### config.mk
export PLATFORM = sky130hd
export DESIGN_NAME = logic_shift_arbiter
export DESIGN_NICKNAME = d
export VERILOG_FILES = /design/src/rtl/logic_shift_arbiter.sv
export SDC_FILE = /design/constraint.sdc
export NUM_CORES = 1
export LEC_CHECK = 0
export CORE_MARGIN = 5
export CORE_UTILIZATION = 48
export CTS_CLUSTER_SIZE = 24
export DETAILED_ROUTE_END_ITERATION = 12
export PLACE_DENSITY_LB_ADDON = 0.1
export RECOVER_POWER = 25
export SYNTH_ARGS = -nofsm -noshare
export SYNTH_HDL_FRONTEND = slang
export SYNTH_SLANG_ARGS = --single-unit
### constraint.sdc
create_clock -name clk -period 2.6 [get_ports clk]
set_input_delay 0.52 -clock clk [delete_from_list [all_inputs] [get_ports clk]]
set_output_delay 0.52 -clock clk [all_outputs]
set_load 0.01 [all_outputs]
### src/rtl/logic_shift_arbiter.sv
// Two-requester round-robin arbiter sharing one combinational logic_shift datapath.
// One request is accepted in IDLE, its result is held in BUSY until the consumer takes it.

module logic_shift #(
  parameter int BIT_NUM       = 8,
  parameter int SHIFT_BIT_NUM = 3
) (
  input  logic [BIT_NUM-1:0]       data_i,
  input  logic [SHIFT_BIT_NUM-1:0] shift_i,
  input  logic                     right_i,
  output logic [BIT_NUM-1:0]       data_o
);

  // Both shift operators zero-fill, giving logical shifts in either direction.
  assign data_o = right_i ? (data_i >> shift_i) : (data_i << shift_i);

endmodule

module logic_shift_arbiter #(
  parameter int BIT_NUM       = 8,
  parameter int SHIFT_BIT_NUM = 3
) (
  input  logic                     clk,
  input  logic                     reset,
  input  logic                     req_valid_0,
  input  logic                     req_valid_1,
  output logic                     req_ready_0,
  output logic                     req_ready_1,
  input  logic [BIT_NUM-1:0]       req_data_0,
  input  logic [BIT_NUM-1:0]       req_data_1,
  input  logic [SHIFT_BIT_NUM-1:0] req_shift_0,
  input  logic [SHIFT_BIT_NUM-1:0] req_shift_1,
  input  logic                     req_right_0,
  input  logic                     req_right_1,
  output logic                     rsp_valid,
  input  logic                     rsp_ready,
  output logic [BIT_NUM-1:0]       rsp_data,
  output logic                     rsp_id,
  output logic                     busy
);

  typedef enum logic {
    IDLE = 1'b0,
    BUSY = 1'b1
  } state_e;

  state_e               state_q;
  logic                 last_grant_q;
  logic [BIT_NUM-1:0]   rsp_data_q;
  logic                 rsp_id_q;

  logic                     grant_1;
  logic                     accept;
  logic [BIT_NUM-1:0]       sel_data;
  logic [SHIFT_BIT_NUM-1:0] sel_shift;
  logic                     sel_right;
  logic [BIT_NUM-1:0]       shift_out;

  // On contention the requester that did not win last time is granted.
  always_comb begin
    // NOTE: default assignment first so every path drives grant_1 and no latch is inferred.
    grant_1 = 1'b0;
    if (req_valid_0 && req_valid_1) begin
      grant_1 = ~last_grant_q;
    end else begin
      grant_1 = req_valid_1;
    end
  end

  // Ready is suppressed during reset so nothing is accepted on a reset edge.
  assign accept      = (state_q == IDLE) && !reset && (req_valid_0 || req_valid_1);
  assign req_ready_0 = accept && !grant_1;
  assign req_ready_1 = accept &&  grant_1;

  assign sel_data  = grant_1 ? req_data_1  : req_data_0;
  assign sel_shift = grant_1 ? req_shift_1 : req_shift_0;
  assign sel_right = grant_1 ? req_right_1 : req_right_0;

  logic_shift #(
    .BIT_NUM      (BIT_NUM),
    .SHIFT_BIT_NUM(SHIFT_BIT_NUM)
  ) u_shift (
    .data_i (sel_data),
    .shift_i(sel_shift),
    .right_i(sel_right),
    .data_o (shift_out)
  );

  always_ff @(posedge clk) begin
    // NOTE: non-blocking assignments so every register samples pre-edge values.
    if (reset) begin
      state_q      <= IDLE;
      last_grant_q <= 1'b1;
      rsp_data_q   <= '0;
      rsp_id_q     <= 1'b0;
    end else begin
      case (state_q)
        IDLE: begin
          if (accept) begin
            state_q      <= BUSY;
            last_grant_q <= grant_1;
            rsp_data_q   <= shift_out;
            rsp_id_q     <= grant_1;
          end
        end
        BUSY: begin
          if (rsp_ready) begin
            state_q <= IDLE;
          end
        end
        default: state_q <= IDLE;
      endcase
    end
  end

  assign rsp_valid = (state_q == BUSY);
  assign busy      = (state_q == BUSY);
  assign rsp_data  = rsp_data_q;
  assign rsp_id    = rsp_id_q;

endmodule

==> results.json, run 1 <==
{
  "min_period_ns": 2.53,
  "dpl_cell_area_um2": 2140,
  "p_clk_frac": 0.151,
  "path_class": "in2out",
  "tritoncts": "built",
  "finalCritPeriodShare": 0.971,
  "firstDrtPassIters": 4,
  "ff2ff_path_depth": 7,
  "synth_area_leaders": "mux2i_1 (24%), dfxtp_1 (15%), mux4_2 (9.0%)",
  "final_area_um2": 2190,
  "status": "complete, no violations",
  "layout-drive-gt1-share": 0.203,
  "die_w_um": 65.9,
  "rows": 20,
  "r2r_end": "rsp_data[0]",
  "max-vdd-ir-drop_uv": 116,
  "io_pins": 42,
  "fp.dieArea_um2": 4340,
  "numCtsBuffers": 3,
  "hold_depth": 2,
  "p_sw_uw": 260,
  "ys.flop_type": "dfxtp_1",
  "nets": 276,
  "vias": 1734,
  "p_sw_frac": 0.355,
  "avgSynthCellArea_um2": 8.15,
  "leakagePower_uw": 0.000915,
  "area_growth_pct": 46.2,
  "critPathMaxStageDelay_ns": 0.55,
  "hp-class": "reg2reg",
  "cp-end-kind": "output port",
  "syn_area_um2": 1500,
  "cts_root_buf": "clkbuf_4",
  "reg2reg_slack_ns": 0.55,
  "hold_buffers": 0,
  "reg2reg_from": "last_grant_q",
  "ys_warn_count": 0,
  "fmax_mhz": 396,
  "drtIter0Drc": 153,
  "clockBufferDepth": 2,
  "worstPathCellList": "clkdlybuf4s50_1 > a21bo_4 > nor2_1 > clkdlybuf4s50_1",
  "crit_required_ns": 2.08,
  "rsz0062_at_grt": "true",
  "die_height_um": 65.9,
  "grt_pass1_wl_um": 8440,
  "cp.arrival_ns": 2.01,
  "clkTransAtPathRegs_ns": 0.06,
  "core_um2": 3030,
  "overflow": 0,
  "routed_wirelength_um": 5010,
  "ys_ff_latch": 11,
  "grt_max_degree": 18,
  "crit_slowest_cell": "clkdlybuf4s50_1",
  "drtAntennaViolNets": 0,
  "p_seq_frac": 0.277,
  "worstMarginPinSlew_ns": 0.507,
  "clkSinkCount": 11,
  "drc": 0,
  "synth_top_area_frac": 0.240,
  "antenna_found_initial": 0,
  "combPwrFrac": 0.572,
  "synthCells": 184,
  "finalSetupViolations": 0,
  "synth_edf_count": 0,
  "drv_cap": 0,
  "most-common-layout-cells": "clkdlybuf4s50_1 (39), mux2i_1 (36), buf_4 (28)",
  "crit_path_max_fanout": 10,
  "n_antenna_cell": 0,
  "insertion_delay_ns": 0.26,
  "fin_skew_ns": 0.000464,
  "place.gp.congestion": 0.966,
  "power_uw": 732,
  "hp-start": "rsp_data[7]",
  "synth_fp_nets": 213,
  "power.internal_uw": 472,
  "final_core_util": 0.724,
  "post_drt_wl_per_cell_um": 17.3,
  "start_util": 0.495,
  "slew_headroom": 0.653,
  "hpwl_um": 4110,
  "ys_seq_area_frac": 0.147,
  "power.density_nw_per_um2": 334,
  "post_synth_num_cell_types": 39,
  "holdPathEnd": "rsp_data[7]",
  "hold_viol_final": 0,
  "start_kind": "input pin",
  "slew_viol_final": 0,
  "portBuffers": 41,
  "vias_per_cell": 5.98,
  "htreeDepth": 1,
  "crit_top_cell": "clkdlybuf4s50_1",
  "yosysTopAreaCell": "mux2i_1",
  "async_reset_ff_frac": 0,
  "grt_pass1_vias": 1759,
  "tns_ns": 0,
  "layout.cells.most_common": "clkdlybuf4s50_1",
  "grt_usage": 0.249
}
power by group through the flow:
stage	logic [uW]	clock network (uW)	registers, uW
floorplan	203	0	214
global placement	402	0	205
detailed placement	409	0	206
CTS	412	116	203
global route	452	122	206
finish	419	111	203
routing by layer:
layer | track usage | vias up | part of all wire
met5 | 0 | - | 0
li1 | - | 828 | -
met2 | 0.447 | 84 | 0.49
met3 | 0.0306 | 16 | 0.067
met1 | 0.293 | 806 | 0.41
met4 | 0.106 | 0 | 0.030
cell usage after synthesis, drive strengths merged (3+ instances only):
cell / number
a21oi: 9
a31oi: 4
buf: 6
clkbuf: 7
dfxtp: 11
mux2: 6
mux2i: 37
mux4: 6
nand2: 11
nand2b: 8
nand3: 6
nand3b: 5
nor2: 18
nor3: 9
nor3b: 3
o21ai: 11
o31ai: 3
cells by family (layout without fill, tap and decap cells):
| family | count (synthesis) | in the layout | share of synthesized area |
|---|---|---|---|
| flip-flops | 11 | 11 | 0.147 |
| AO/OA/AOI/OAI | 39 | 39 | 0.170 |
| multiplexers | 49 | 49 | 0.391 |
| buffers and inverters | 14 | 76 | 0.0451 |
| AND/OR/NAND/NOR | 71 | 71 | 0.247 |
through the flow:
stage | std cells | hold slack (ns) | setup slack, ns
2_1_floorplan | 184 | 0.494 | 0.398
3_3_place_gp | 285 | 0.459 | -0.131
3_5_place_dp | 285 | 0.462 | -0.160
4_1_cts | 290 | 0.473 | 0.00573
5_1_grt | 290 | 0.486 | -0.00923
6_report | 290 | 0.476 | 0.0744
registers in the layout, summed over array words and instances, names as in the netlist:
signal,cells
rsp_data,8
rsp_id,1
last_grant_q,1
busy,1
worst max path at each step:
stage | slack (ns) | start | end | cells after the start
floorplan | 0.40 | req_valid_1 | rsp_data[0] | 6
global placement | -0.13 | req_valid_1 | rsp_data[2] | 9
detailed placement | -0.16 | req_valid_1 | rsp_data[6] | 8
CTS | 0.006 | req_valid_1 | req_ready_0 | 6
global route | -0.009 | req_valid_1 | rsp_data[0] | 8
finish | 0.07 | req_valid_1 | req_ready_1 | 4
worst max-delay path: cells and delay by family:
kind                   cells  cell delay, ns
buffers and inverters      2            1.07
AOI/OAI and AO/OA          1            0.31
and+or+nand+nor            1            0.10
timing repair:
action / 4_1_cts / 5_1_grt
setup buffers: 1 / 0
gates cloned: 0 / 0
resized for setup: 1 / 4
endpoints found under the setup margin: 2 / 4
final cells by class:
class / count / area (um2)
Multi-Input combinational cell: 159 / 1220
Sequential cell: 11 / 220
Tap cell: 44 / 55.1
Fill cell: 264 / 836
Inverter: 1 / 3.75
Clock buffer: 4 / 26.3
Timing Repair Buffer: 71 / 662
No activity file was read; power rests on OpenSTA's default activity.
==> run 2: changes to the inputs <==
--- a/config.mk
+++ b/config.mk
@@ -5,8 +5,9 @@
 export SDC_FILE = /design/constraint.sdc
 export NUM_CORES = 1
 export LEC_CHECK = 0
+export ABC_AREA = 1
 export CORE_MARGIN = 5
-export CORE_UTILIZATION = 48
+export CORE_UTILIZATION = 44
 export CTS_CLUSTER_SIZE = 24
 export DETAILED_ROUTE_END_ITERATION = 12
 export PLACE_DENSITY_LB_ADDON = 0.1
==> results.json, run 2 <==
{
  "crit_cells": 8,
  "crit_path_end": "req_ready_1",
  "ff2ff_path_depth": 10,
  "hold_buffers": 0,
  "drtIter0Drc": 69,
  "reg2reg_slack_ns": 0.88,
  "worstMarginPinSlew_ns": 0.553,
  "slew_viol_final": 0,
  "ys_seq_area_frac": 0.193,
  "tns_ns": 0,
  "grt_pass1_wl_um": 5130,
  "yosysTopAreaCell": "nand2_1",
  "avgSynthCellArea_um2": 5.56,
  "async_reset_ff_frac": 0,
  "synth_compound_area_frac": 0.0538,
  "path_class": "in2out",
  "fin_skew_ns": 0.00436,
  "ys.flop_type": "dfxtp_1",
  "synth_fp_nets": 234,
  "die_height_um": 60.9,
  "area_growth_pct": 41.3,
  "start_util": 0.460,
  "fmax_mhz": 433,
  "place.gp.congestion": 0.927,
  "clkSinkCount": 11,
  "vias_per_cell": 5.10,
  "hpwl_um": 2510,
  "synthAdderAreaFrac": 0,
  "worstPathCellList": "clkdlybuf4s50_1 > nor2_1 > nor2_2 > inv_2 > nor2_1 > clkinv_1 > nor2_1 > dlymetal6s2s_1",
  "syn_area_um2": 1140,
  "synth_edf_count": 0,
  "finalSetupViolations": 0,
  "synthMuxAreaShare": 0,
  "clockBufferDepth": 2,
  "grt_pass1_vias": 1275,
  "cts_resized": 0,
  "firstDrtPassIters": 4,
  "tritoncts": "built",
  "crit_path_max_fanout": 3,
  "yosys.area_share.xor_xnor": 0,
  "crit_buf_inv": 4,
  "synth_area_leaders": "nand2_1 (28%), nand3_1 (21%), dfxtp_1 (19%)",
  "power.density_nw_per_um2": 415,
  "hold_viol_final": 0,
  "critPathTopFamily": "buffers and inverters",
  "crit_required_ns": 2.08,
  "start_kind": "input pin",
  "fillCellCount": 251,
  "routed_wirelength_um": 3030,
  "leakagePower_uw": 0.000854,
  "synth-simple-area-share": 0.638,
  "post_cts_buffers": 0,
  "fp.dieArea_um2": 3710,
  "startpoint": "req_valid_1",
  "synth_top_family_by_area": "simple AND/OR/NAND/NOR gates",
  "layout.cells.most_common": "nand2_1",
  "grt_max_degree": 18,
  "drc": 0,
  "cts_root_buf": "clkbuf_4",
  "max-vdd-ir-drop_uv": 428,
  "cp.arrival_ns": 1.79,
  "core_um2": 2480,
  "post_synth_num_cell_types": 22,
  "ys_ff_latch": 11,
  "insertion_delay_ns": 0.27,
  "cp-end-kind": "output port",
  "clkTransAtPathRegs_ns": 0.07,
  "min_period_ns": 2.31,
  "status": "complete, no violations",
  "synth_common_cells": "nand2_1 (85), nand3_1 (48), nor2_1 (13)",
  "drtAntennaViolNets": 0,
  "critPathMaxStageDelay_ns": 0.47,
  "post_drt_wl_per_cell_um": 10.8,
  "hp-start": "busy",
  "layout-drive-gt1-share": 0.103,
  "die_w_um": 60.9,
  "hp-class": "reg2reg",
  "antenna_found_initial": 0,
  "crit_slowest_cell": "clkdlybuf4s50_1",
  "grt_usage": 0.180,
  "reg2reg_from": "last_grant_q",
  "synth_most_common_cell": "nand2_1",
  "rows": 18,
  "nets": 282,
  "overflow": 0,
  "rsz0062_at_grt": "false",
  "numCtsBuffers": 3,
  "htreeDepth": 1,
  "synth_top_area_frac": 0.280,
  "crit_top_cell": "nor2_1",
  "ys_warn_count": 0,
  "slew_headroom": 0.631,
  "most-common-layout-cells": "nand2_1 (85), nand3_1 (48), clkdlybuf4s50_1 (36)",
  "synthCells": 205,
  "whs_ns": 0.511,
  "io_pins": 42,
  "portBuffers": 41,
  "drv_cap": 0,
  "vias": 1437,
  "largest_reg_flops": 8,
  "r2r_end": "rsp_data[0]",
  "finalCritPeriodShare": 0.888,
  "n_antenna_cell": 0
}
==> run 2: kinds of logic (layout without fill, tap and decap cells) <==
group | after synthesis | in the layout
buffers and inverters | 24 | 71
AOI/OAI and AO/OA | 10 | 10
DFF | 11 | 11
and+or+nand+nor | 160 | 160
==> run 2: worst min-delay path by stage <==
stage,to,cells past startpoint
finish,busy,2
global route,busy,2
CTS,last_grant_q,2
detailed placement,last_grant_q,2
global placement,rsp_id,2
floorplan,last_grant_q,2
==> run 2: final cells by class <==
cell class	instances	area (um2)	area share
tap	30	37.5	0.0233
inverter	17	66.3	0.0412
multi-input combinational	170	781	0.485
clock buffer	4	26.3	0.0163
sequential	11	220	0.137
timing repair buffer	50	479	0.298
==> run 2: metal layers <==
metal	up-vias	GRT usage	routed length (um)
met3	8	0.0383	158
met5	-	0	0
met2	34	0.301	1460
met1	644	0.227	1350
li1	751	-	-
met4	0	0.0650	65
==> run 2: power breakdown <==
group	switching, uW	internal [uW]
combinational	188	159
clock	57.6	59.4
sequential	12.0	192
==> run 2: tightest hold or removal path, delay by kind of cell (launching register included) <==
| family | cells | cell delay, ns |
|---|---|---|
| AND/OR/NAND/NOR | 1 | 0.07 |
| flip-flops | 1 | 0.34 |
| AO/OA/AOI/OAI | 1 | 0.06 |
==> run 2: metrics by stage <==
step | cell area (um2) | worst slack [ns] | util | total power [uW] | cells
final | 1610 | 0.292 | 0.650 | 668 | 282
after global routing | 1610 | 0.189 | 0.650 | 731 | 282
after CTS | 1620 | 0.0255 | 0.653 | 685 | 282
after detailed placement | 1590 | 0.0262 | 0.642 | 563 | 278
after global placement | 1590 | 0.0543 | 0.642 | 561 | 278
after floorplan | 1140 | 0.841 | - | 428 | 205
==> run 3: changes to the inputs <==
--- a/config.mk
+++ b/config.mk
@@ -12,6 +12,7 @@
 export DETAILED_ROUTE_END_ITERATION = 12
 export PLACE_DENSITY_LB_ADDON = 0.1
 export RECOVER_POWER = 25
+export REMOVE_ABC_BUFFERS = 1
 export SYNTH_ARGS = -nofsm -noshare
 export SYNTH_HDL_FRONTEND = slang
 export SYNTH_SLANG_ARGS = --single-unit
==> results.json, run 3 (synthesis results as in run 2) <==
{
  "status": "complete, no violations",
  "routed_wirelength_um": 3040,
  "hp-class": "reg2reg",
  "cp.arrival_ns": 1.78,
  "wl_met1_um": 1400,
  "portBuffers": 41,
  "seq_area_um2": 220,
  "holdPathEnd": "rsp_id",
  "crit_required_ns": 2.08,
  "power_uw": 671,
  "largest_reg_flops": 8,
  "cp-end-kind": "output port",
  "worstMarginPinSlew_ns": 0.522,
  "layout.cells.most_common": "nand2_1",
  "n_antenna_cell": 0,
  "reg2reg_from": "last_grant_q",
  "rsz0062_at_grt": "false",
  "overflow": 0,
  "slew_headroom": 0.652,
  "tns_ns": 0,
  "multiInputGateArea_um2": 786,
  "slew_viol_final": 0,
  "tritoncts": "built",
  "hp-start": "rsp_id",
  "start_util": 0.460,
  "setup_slack_ns": 0.299,
  "met3_length_um": 147,
  "max-vdd-ir-drop_uv": 534,
  "htreeDepth": 1,
  "leakagePower_uw": 0.000859,
  "final_area_um2": 1620,
  "grt_pass1_wl_um": 5040,
  "area_growth_pct": 42.3,
  "most-common-layout-cells": "nand2_1 (85), nand3_1 (48), clkdlybuf4s50_1 (35)",
  "hpwl_um": 2480,
  "insertion_delay_ns": 0.27,
  "clkTransAtPathRegs_ns": 0.07,
  "hold_depth": 2,
  "hold_viol_final": 0,
  "numCtsBuffers": 3,
  "grt_max_degree": 18,
  "cts_root_buf": "clkbuf_4",
  "whs_ns": 0.510,
  "die_w_um": 60.9,
  "antenna_found_initial": 0,
  "finalSetupViolations": 0,
  "fmax_mhz": 435,
  "drv_cap": 0,
  "fp.dieArea_um2": 3710,
  "rows": 18,
  "start_kind": "input pin",
  "finalCritPeriodShare": 0.885,
  "post_drt_wl_per_cell_um": 10.8,
  "core_um2": 2480,
  "reg2reg_slack_ns": 0.95,
  "ff2ff_path_depth": 13,
  "drc": 0,
  "nets": 281,
  "vias_per_cell": 5.00,
  "topRoutingLayerUsed": "met3",
  "vias": 1405,
  "layout-drive-gt1-share": 0.108,
  "r2r_end": "rsp_data[0]",
  "grt_pass1_vias": 1242,
  "power.density_nw_per_um2": 414,
  "min_period_ns": 2.30,
  "fillCellCount": 252,
  "path_class": "in2out",
  "dpl_cell_area_um2": 1600,
  "place.gp.congestion": 0.905,
  "die_height_um": 60.9,
  "met2_length_um": 1500,
  "grt_usage": 0.174,
  "firstDrtPassIters": 4,
  "fin_skew_ns": 0.00351,
  "crit_path_max_fanout": 4,
  "clockBufferDepth": 2,
  "drtAntennaViolNets": 0,
  "io_pins": 42,
  "dp_slack_ns": 0.0117,
  "clkSinkCount": 11,
  "drtIter0Drc": 101
}
==> run 3: changes by cell type in the layout (fill, tap and decap cells not counted) <==
cell	delta
buf_12	+1
inv_2	+1
nor2_2	-1
dlygate4sd3_1	+1
clkbuf_1	-1
clkinv_2	+1
clkinv_1	-1
clkdlybuf4s50_1	-1
buf_4	-2
nor2_4	+1
==> run 3: how the worst max path moves through the flow <==
stage,startpoint,end,depth (start not counted)
2_1_floorplan,req_valid_0,rsp_data[0],10
3_3_place_gp,req_valid_1,req_ready_0,8
3_5_place_dp,req_valid_1,req_ready_0,8
4_1_cts,req_valid_1,req_ready_0,8
5_1_grt,req_valid_1,req_ready_0,8
6_report,req_valid_1,req_ready_0,8
==> run 3: area by class of cell <==
type                    instances  area share
flip-flops and latches         11       0.136
multi-input cells             170       0.485
repair buffers                 49       0.299
inverters                      17      0.0409
clock buffers                   3      0.0139
well taps                      30      0.0231
clock inverters                 1     0.00309
==> run 3: worst max-delay path: stages <==
cell and delay [ns]:
dlygate4sd3_1 0.56, nor2_1 0.05, nor2_1 0.15, inv_2 0.06
nor2_4 0.09, inv_2 0.05, nor2_1 0.12, dlymetal6s2s_1 0.18
==> run 3: metrics by stage <==
step / util / std cells
after floorplan: - / 198
after global placement: 0.644 / 277
after detailed placement: 0.644 / 277
after CTS: 0.655 / 281
after global routing: 0.655 / 281
final: 0.655 / 281
==> run 3: layer usage <==
layer | GRT usage | up-vias
met2 | 0.296 | 31
met3 | 0.0383 | 0
met1 | 0.231 | 621
met4 | 0.0186 | 0
li1 | - | 753
met5 | 0 | -
==> run 3: timing repair <==
item                                    4_1_cts  5_1_grt
gates resized for setup                       0        2
buffers inserted                              0        0
hold buffers                                  0        0
endpoints found under the setup margin        0        2
hold endpoints to repair                      0        0
==> run 3: power breakdown <==
part / internal, uW / switching [uW]
registers: 192 / 11.7
clock network: 57.0 / 56.3
logic: 163 / 191
total: 412 / 259
